File: src/rtl/a5_1_pkg.sv
// A5/1 keystream controller: shared state codes, LFSR geometry and phase lengths.
// Optional frame auto-increment is enabled by defining A51_FRAME_AUTOINC_EN.
package a5_1_pkg;

  typedef enum logic [2:0] {
    S_IDLE  = 3'd0,
    S_KEY   = 3'd1,
    S_FRAME = 3'd2,
    S_MIX   = 3'd3,
    S_GEN   = 3'd4,
    S_DONE  = 3'd5
  } state_t;

  typedef enum logic [1:0] {
    M_HOLD  = 2'd0,
    M_CLEAR = 2'd1,
    M_LOAD  = 2'd2,
    M_MAJ   = 2'd3
  } mode_t;

  localparam int R1_LEN = 19;
  localparam int R2_LEN = 22;
  localparam int R3_LEN = 23;

  localparam logic [R1_LEN-1:0] R1_TAPS = 19'h72000;
  localparam logic [R2_LEN-1:0] R2_TAPS = 22'h300000;
  localparam logic [R3_LEN-1:0] R3_TAPS = 23'h700080;

  localparam int R1_CLK = 8;
  localparam int R2_CLK = 10;
  localparam int R3_CLK = 10;

  localparam int KEY_CYC   = 64;
  localparam int FRAME_CYC = 22;
  localparam int MIX_CYC   = 100;
  localparam int CNT_W     = 9;

  function automatic logic maj3(
    input logic a,
    input logic b,
    input logic c
  );
    return (a & b) | (a & c) | (b & c);
  endfunction

endpackage

File: src/rtl/a5_1_lfsr.sv
// A5/1 register bank: three LFSRs with clear, bit-load and majority-clock modes.
// ks_bit is taken from the post-clock state, as in the reference generator.
module a5_1_lfsr
  import a5_1_pkg::*;
(
  input  logic  clk,
  input  logic  rst_n,
  input  mode_t mode,
  input  logic  in_bit,
  output logic  ks_bit
);

  logic [R1_LEN-1:0] r1, r1_n;
  logic [R2_LEN-1:0] r2, r2_n;
  logic [R3_LEN-1:0] r3, r3_n;
  logic              fb1, fb2, fb3;
  logic              m;

  assign fb1 = ^(r1 & R1_TAPS);
  assign fb2 = ^(r2 & R2_TAPS);
  assign fb3 = ^(r3 & R3_TAPS);
  assign m   = maj3(r1[R1_CLK], r2[R2_CLK], r3[R3_CLK]);

  always_comb begin
    r1_n = r1;
    r2_n = r2;
    r3_n = r3;
    unique case (mode)
      M_CLEAR: begin
        r1_n = '0;
        r2_n = '0;
        r3_n = '0;
      end
      M_LOAD: begin
        r1_n = {r1[R1_LEN-2:0], fb1 ^ in_bit};
        r2_n = {r2[R2_LEN-2:0], fb2 ^ in_bit};
        r3_n = {r3[R3_LEN-2:0], fb3 ^ in_bit};
      end
      M_MAJ: begin
        if (r1[R1_CLK] == m)
          r1_n = {r1[R1_LEN-2:0], fb1};
        if (r2[R2_CLK] == m)
          r2_n = {r2[R2_LEN-2:0], fb2};
        if (r3[R3_CLK] == m)
          r3_n = {r3[R3_LEN-2:0], fb3};
      end
      default: ;
    endcase
    ks_bit = r1_n[R1_LEN-1]
           ^ r2_n[R2_LEN-1]
           ^ r3_n[R3_LEN-1];
  end

  always_ff @(posedge clk) begin
    if (!rst_n) begin
      r1 <= '0;
      r2 <= '0;
      r3 <= '0;
    end else begin
      r1 <= r1_n;
      r2 <= r2_n;
      r3 <= r3_n;
    end
  end

endmodule

File: src/rtl/a5_1_ctrl.sv
// A5/1 run controller: FSM, phase counter, input latches and msg XOR buffer.
// Define A51_FRAME_AUTOINC_EN to advance the latched frame after every run.
module a5_1_ctrl
  import a5_1_pkg::*;
#(
  parameter int MSG_W = 256
) (
  input  logic             clk,
  input  logic             rst_n,
  input  logic             start,
  input  logic [63:0]      key,
  input  logic [21:0]      frame,
  input  logic [8:0]       len,
  input  logic [MSG_W-1:0] msg,
  output logic             busy,
  output logic             done,
  output logic [MSG_W-1:0] ans,
  output logic [2:0]       state
);

  localparam logic [CNT_W-1:0] KEY_END = CNT_W'(KEY_CYC - 1);
  localparam logic [CNT_W-1:0] FRM_END = CNT_W'(FRAME_CYC - 1);
  localparam logic [CNT_W-1:0] MIX_END = CNT_W'(MIX_CYC - 1);
  localparam logic [CNT_W-1:0] MSG_L   = CNT_W'(MSG_W);

  state_t             st;
  logic [CNT_W-1:0]   cnt;
  logic [63:0]        key_q;
  logic [21:0]        frame_q;
  logic [MSG_W-1:0]   msg_q;
  logic [CNT_W-1:0]   l_q;
  logic [MSG_W-1:0]   ks_buf;
  logic [MSG_W-1:0]   ks_fin;
  logic [MSG_W-1:0]   mask;
  logic [CNT_W-1:0]   len_eff;
  mode_t              mode;
  logic               in_bit;
  logic               ks_bit;
`ifdef A51_FRAME_AUTOINC_EN
  logic               inc_on;
`endif

  assign state   = st;
  assign len_eff = (len > MSG_L) ? MSG_L : len;

  always_comb begin
    mode   = M_HOLD;
    in_bit = 1'b0;
    unique case (st)
      S_IDLE:  mode = start ? M_CLEAR : M_HOLD;
      S_KEY: begin
        mode   = M_LOAD;
        in_bit = key_q[cnt[5:0]];
      end
      S_FRAME: begin
        mode   = M_LOAD;
        in_bit = frame_q[cnt[4:0]];
      end
      S_MIX:   mode = M_MAJ;
      S_GEN:   mode = M_MAJ;
      default: mode = M_HOLD;
    endcase
  end

  // The last GEN bit is merged here so ans can be formed on the same edge.
  always_comb begin
    ks_fin = ks_buf;
    mask   = '0;
    for (int i = 0; i < MSG_W; i++) begin
      if (st == S_GEN && cnt == CNT_W'(i))
        ks_fin[i] = ks_bit;
      mask[i] = CNT_W'(i) < l_q;
    end
  end

  a5_1_lfsr u_lfsr (
    .clk    (clk),
    .rst_n  (rst_n),
    .mode   (mode),
    .in_bit (in_bit),
    .ks_bit (ks_bit)
  );

  always_ff @(posedge clk) begin
    if (!rst_n) begin
      st      <= S_IDLE;
      cnt     <= '0;
      busy    <= 1'b0;
      done    <= 1'b0;
      ans     <= '0;
      key_q   <= '0;
      frame_q <= '0;
      msg_q   <= '0;
      l_q     <= '0;
      ks_buf  <= '0;
`ifdef A51_FRAME_AUTOINC_EN
      inc_on  <= 1'b0;
`endif
    end else begin
      done <= 1'b0;
      unique case (st)
        S_IDLE: begin
          if (start) begin
            st     <= S_KEY;
            cnt    <= '0;
            busy   <= 1'b1;
            key_q  <= key;
            msg_q  <= msg;
            l_q    <= len_eff;
            ks_buf <= '0;
`ifdef A51_FRAME_AUTOINC_EN
            if (!inc_on)
              frame_q <= frame;
`else
            frame_q <= frame;
`endif
          end
        end
        S_KEY: begin
          if (cnt == KEY_END) begin
            st  <= S_FRAME;
            cnt <= '0;
          end else begin
            cnt <= cnt + 1'b1;
          end
        end
        S_FRAME: begin
          if (cnt == FRM_END) begin
            st  <= S_MIX;
            cnt <= '0;
          end else begin
            cnt <= cnt + 1'b1;
          end
        end
        S_MIX: begin
          if (cnt == MIX_END) begin
            cnt <= '0;
            if (l_q == '0) begin
              st   <= S_DONE;
              busy <= 1'b0;
              done <= 1'b1;
              ans  <= (msg_q ^ ks_fin) & mask;
            end else begin
              st <= S_GEN;
            end
          end else begin
            cnt <= cnt + 1'b1;
          end
        end
        S_GEN: begin
          ks_buf <= ks_fin;
          if (cnt == l_q - 1'b1) begin
            st   <= S_DONE;
            cnt  <= '0;
            busy <= 1'b0;
            done <= 1'b1;
            ans  <= (msg_q ^ ks_fin) & mask;
          end else begin
            cnt <= cnt + 1'b1;
          end
        end
        S_DONE: begin
          st  <= S_IDLE;
          cnt <= '0;
`ifdef A51_FRAME_AUTOINC_EN
          frame_q <= frame_q + 22'd1;
          inc_on  <= 1'b1;
`endif
        end
        default: begin
          st  <= S_IDLE;
          cnt <= '0;
        end
      endcase
    end
  end

endmodule
File: config.mk
export PLATFORM = sky130hd
export DESIGN_NAME = a5_1_ctrl
export DESIGN_NICKNAME = d
export VERILOG_FILES = /design/src/rtl/a5_1_pkg.sv /design/src/rtl/a5_1_lfsr.sv /design/src/rtl/a5_1_ctrl.sv
export SDC_FILE = /design/constraint.sdc
export NUM_CORES = 2
export LEC_CHECK = 0
export CAP_MARGIN = 20
export CORE_AREA = 2 2 370 280
export CTS_CLUSTER_DIAMETER = 100
export CTS_CLUSTER_SIZE = 14
export DETAILED_ROUTE_END_ITERATION = 6
export DIE_AREA = 0 0 372 282
export GPL_ROUTABILITY_DRIVEN = 0
export HOLD_SLACK_MARGIN = 0.12
export PLACE_DENSITY = 0.78
export SYNTH_ARGS = -nofsm -noshare
export SYNTH_HDL_FRONTEND = slang
export SYNTH_HIERARCHICAL = 1
export SYNTH_SLANG_ARGS = --single-unit
export TNS_END_PERCENT = 30
File: constraint.sdc
create_clock -name clk -period 6.43 [get_ports clk]
set_clock_uncertainty 0.1 [all_clocks]
set_input_delay 1.286 -clock clk [delete_from_list [all_inputs] [get_ports clk]]
set_output_delay 1.286 -clock clk [all_outputs]
set_load 0.02 [all_outputs]
==> results of run 1 <==
-- logic make-up after synthesis --
kind of cell    Yosys count  synth area share, %
fa+ha+maj                11                0.299
flops                   941                 41.6
simple gates           2065                 20.4
buf+inv                 555                 5.18
xor+xnor                275                 5.34
compound gates         1175                 15.4
mux                     488                 11.7
-- metrics by stage --
stage                     hold WS (ns)  util, %  setup WS (ns)
after floorplan                  0.321        -           1.64
after CTS                        0.343     53.7           1.28
after global placement           0.330     51.5          0.930
after detailed placement         0.333     51.5          0.856
==> reports/qor.txt, run 1 <==
Max clock buf depth: 3
H-tree lvl count: 3
Last stage the flow got to: global routing (5_1_grt)
Cell variety after synth: 80
YS warnings: 6
Clock root buffer master: clkbuf_16
Placed Area: 52000 sq um
CTS sink count: 941
Ys flop type: dfxtp_1
Async SR Flop Fraction: 0%
Die H: 282 um
Count leader, synth: nand2_1
Syn avg cell area: 8.21 sq um
Cts hold-fix bufs: 0
Total CTS buffers: 78
Largest net degree at the start of global routing: 197
Top cells by count, synth: nand2_1, dfxtp_1, a21oi_1
Port-buffer cells: 614
Number of enable flip-flop cells after synthesis: 0
Rows: 101
Initial Utilization: 44.8%
Synth area leaders: dfxtp_1, nand2_1, mux2i_1
Post-cts sizing count: 0
# Post-CTS Setup Buffers: 0
First Err: [ERROR GRT-0229] Vertical edge usage exceeds the maximum allowed. (34, 20) usage=65535 limit=2200
Mapped Nets: 5874
Mapped Area: 45300 sq um
Placed instance count: 7018
Sequential fraction of the synthesis area: 41.6%
Synth top area share: 41.6%
Mapped Cells: 5510
Die W: 372 um
Seq cells post-synth: 941
Boundary pin count: 615
Status: aborted with a tool error
HPWL after DPL: 121 mm
Post-synth top area cell: dfxtp_1
==> inputs of run 2 (changes only) <==
- CORE_AREA: 2 2 370 280 -> 2 2 392 394
- CTS_CLUSTER_DIAMETER: 100 -> default
- CTS_CLUSTER_SIZE: 14 -> default
- DIE_AREA: 0 0 372 282 -> 0 0 394 396
- HOLD_SLACK_MARGIN: 0.12 -> default
- PLACE_DENSITY: 0.78 -> default
- PLACE_DENSITY_LB_ADDON: default -> 0.15
==> run 2 against run 1 <==
Effect of this change:
- the run now ends clean
- synthesized area unchanged
- synthesized cell count did not move
==> reports/qor.txt, run 2 <==
DRT antenna net count: 0
Ys flop type: dfxtp_1
Min Clock Period, post-route: 4.99 ns
Status: completed
Sequential fraction of the synthesis area: 41.6%
Commonest non-fill, non-tap cell in the layout: nand2_1
CP Launch Type: flop
Routing usage on met2: 42.7%
Clock root buffer master: clkbuf_16
Post-cts sizing count: 0
Setup CP Type: flop to flop
Gr ovfl total: 0
Hold Fails Final Rpt: 0
Required time worst endpoint: 7.01 ns
WL per Instance: 27.5 um
Hold Path Class: flop to flop
Port-buffer cells: 614
Multiplexer area fraction after synthesis: 11.7%
Largest family of logic cells by synthesized area: simple AND/OR/NAND/NOR gates
Hold Slack: 0.350 ns
Routed WL: 218 mm
Number of enable flip-flop cells after synthesis: 0
Mapped Cells: 5510
Die H: 396 um
Rows: 143
Largest net degree at the start of global routing: 182
Total GRT Usage: 26.9%
Xor/xnor share of the synthesized area: 5.34%
Worst-path fanout max: 32
Unrepaired setup endpoints after global routing: false
Final setup fails: 0
Total CTS buffers: 112
Placeable core area: 152000 sq um
First-pass GRT wire length: 306 mm
Vias/cell: 5.40
Max_slew headroom: 15.3%
Layout cells sized above 1: 8.52%
Commonest cells after routing, fill and taps aside: nand2_1, dfxtp_1, a21oi_1
Post-synthesis adder-cell area fraction: 0.299%
Placed Area: 53100 sq um
Post-synth top area cell: dfxtp_1
Async SR Flop Fraction: 0%
Initial antenna violation count: 27
Die area: 156000 sq um
Sequential Area: 18900 sq um
Die W: 394 um
Drt initial violations: 4138
Nets: 6170
Cts hold-fix bufs: 0
Layout fillers: 15738
Met1 GRT Util: 35.6%
Worst Path Arrival: 5.58 ns
Area growth syn-to-layout: 25.9%
Top flop regs: ans: 256 flops, ks_buf: 256 flops, msg_q: 256 flops
Synth top area share: 41.6%
Boundary pin count: 615
Worst-path clk slew: 0.06 ns
Top cells by count, synth: nand2_1, dfxtp_1, a21oi_1
Final instance area: 57000 sq um
Drt first pass iters: 6
CTS sink count: 941
CP endpoint kind: flop
Count leader, synth: nand2_1
HPWL after DPL: 140 mm
Met3 usage: 5.29%
Compound-Gate Fraction of Synth Area: 15.4%
Maximum vdd ir drop: 194 uV
Cell variety after synth: 80
Number of global-route vias before repair: 40555
Initial Utilization: 29.9%
H-tree lvl count: 3
Max Fclk: 200 MHz
Total negative slack: 0 ns
Mapped Area: 45300 sq um
Worst slew pin tran: 1.27 ns
Max clock buf depth: 3
Simple-gate area share of the yosys netlist: 20.4%
Final core utilization: 37.6%
Seq cells post-synth: 941
Pwr dens: 255 nW/um^2
Max-slew violation count: 0
Final period util: 77.7%
Drt drc: 0
Vias post-DR: 42857
YS warnings: 6
# Post-CTS Setup Buffers: 0
Clk Latency, worst-skew pair: 0.78 ns
CTS tree: built
Maxcap violations: 0
Grt peak-use layer: met2
Synth area leaders: dfxtp_1, nand2_1, mux2i_1
Multi-input logic area: 24500 sq um
Mapped Nets: 5874
Syn avg cell area: 8.21 sq um
Leakage dissipation: 21.6 nW
-- run 2: cell counts after synthesis --
Identical to the previous run, type by type.
-- run 2: report_power, final --
| group | switching, mW | internal (mW) | leakage, nW |
|---|---|---|---|
| combinational | 1.11 | 0.578 | 12.0 |
| clock | 2.76 | 3.88 | 1.90 |
| sequential | 0.177 | 6.01 | 7.64 |
| total | 4.05 | 10.5 | 21.6 |
-- run 2: final timing paths --
| check | startpoint | to | slack (ns) | cells past startpoint |
|---|---|---|---|---|
| max | state[1]$_SDFFE_PN0P_ | ans[254]$_SDFFE_PN0P_ | 1.44 | 14 |
| min | u_lfsr/r2[11]$_SDFFE_PN0P_ | u_lfsr/r2[11]$_SDFFE_PN0P_ | 0.35 | 2 |
| max reg2reg | state[1]$_SDFFE_PN0P_ | ans[254]$_SDFFE_PN0P_ | 1.44 | 14 |
| min reg2reg | u_lfsr/r2[11]$_SDFFE_PN0P_ | u_lfsr/r2[11]$_SDFFE_PN0P_ | 0.35 | 2 |
-- run 2: routing by layer --
metal / wire, um / vias up
li1: - / 19645
met1: 93100 / 21055
met2: 99200 / 1773
met3: 16700 / 378
met4: 9080 / 6
met5: 36 / -
-- run 2: through the flow --
stage / setup slack, ns / total power, mW / instances
after floorplan: 1.64 / 7.16 / 5510
after global placement: 1.04 / 7.98 / 7717
after detailed placement: 0.995 / 7.99 / 7721
after CTS: 1.49 / 14.6 / 7931
after global routing: 1.13 / 15.0 / 7935
final: 1.44 / 14.5 / 7941
-- run 2: cell families after synthesis --
kind of cell,count (synthesis)
compound gates,1175
xor+xnor,275
fa+ha+maj,11
buf+inv,555
flops,941
mux,488
simple gates,2065
-- run 2: critical path, stage by stage, from the launching register on --
cell	delay, ns
dfxtp_1	0.83
or3b_4	0.27
o21a_1	0.23
nand2_1	0.38
nand2_1	0.21
mux2_2	0.34
a22o_1	0.27
xnor2_2	0.47
inv_1	0.26
nor2_4	0.41
buf_12	0.32
mux2i_1	0.14
xor2_1	0.15
or3_1	0.35
mux2i_1	0.13
-- run 2: final cells by class --
| cell class | count | share of cell area (%) |
|---|---|---|
| Multi-Input combinational cell | 4014 | 43.0 |
| Timing Repair Buffer | 714 | 12.5 |
| Clock buffer | 161 | 5.79 |
| Sequential cell | 941 | 33.1 |
| Inverter | 23 | 0.165 |
| Antenna cell | 9 | 0.0395 |
| Clock inverter | 49 | 0.918 |
| Tap cell | 2030 | 4.46 |
Note: power is estimated with default switching activity, not from simulation.
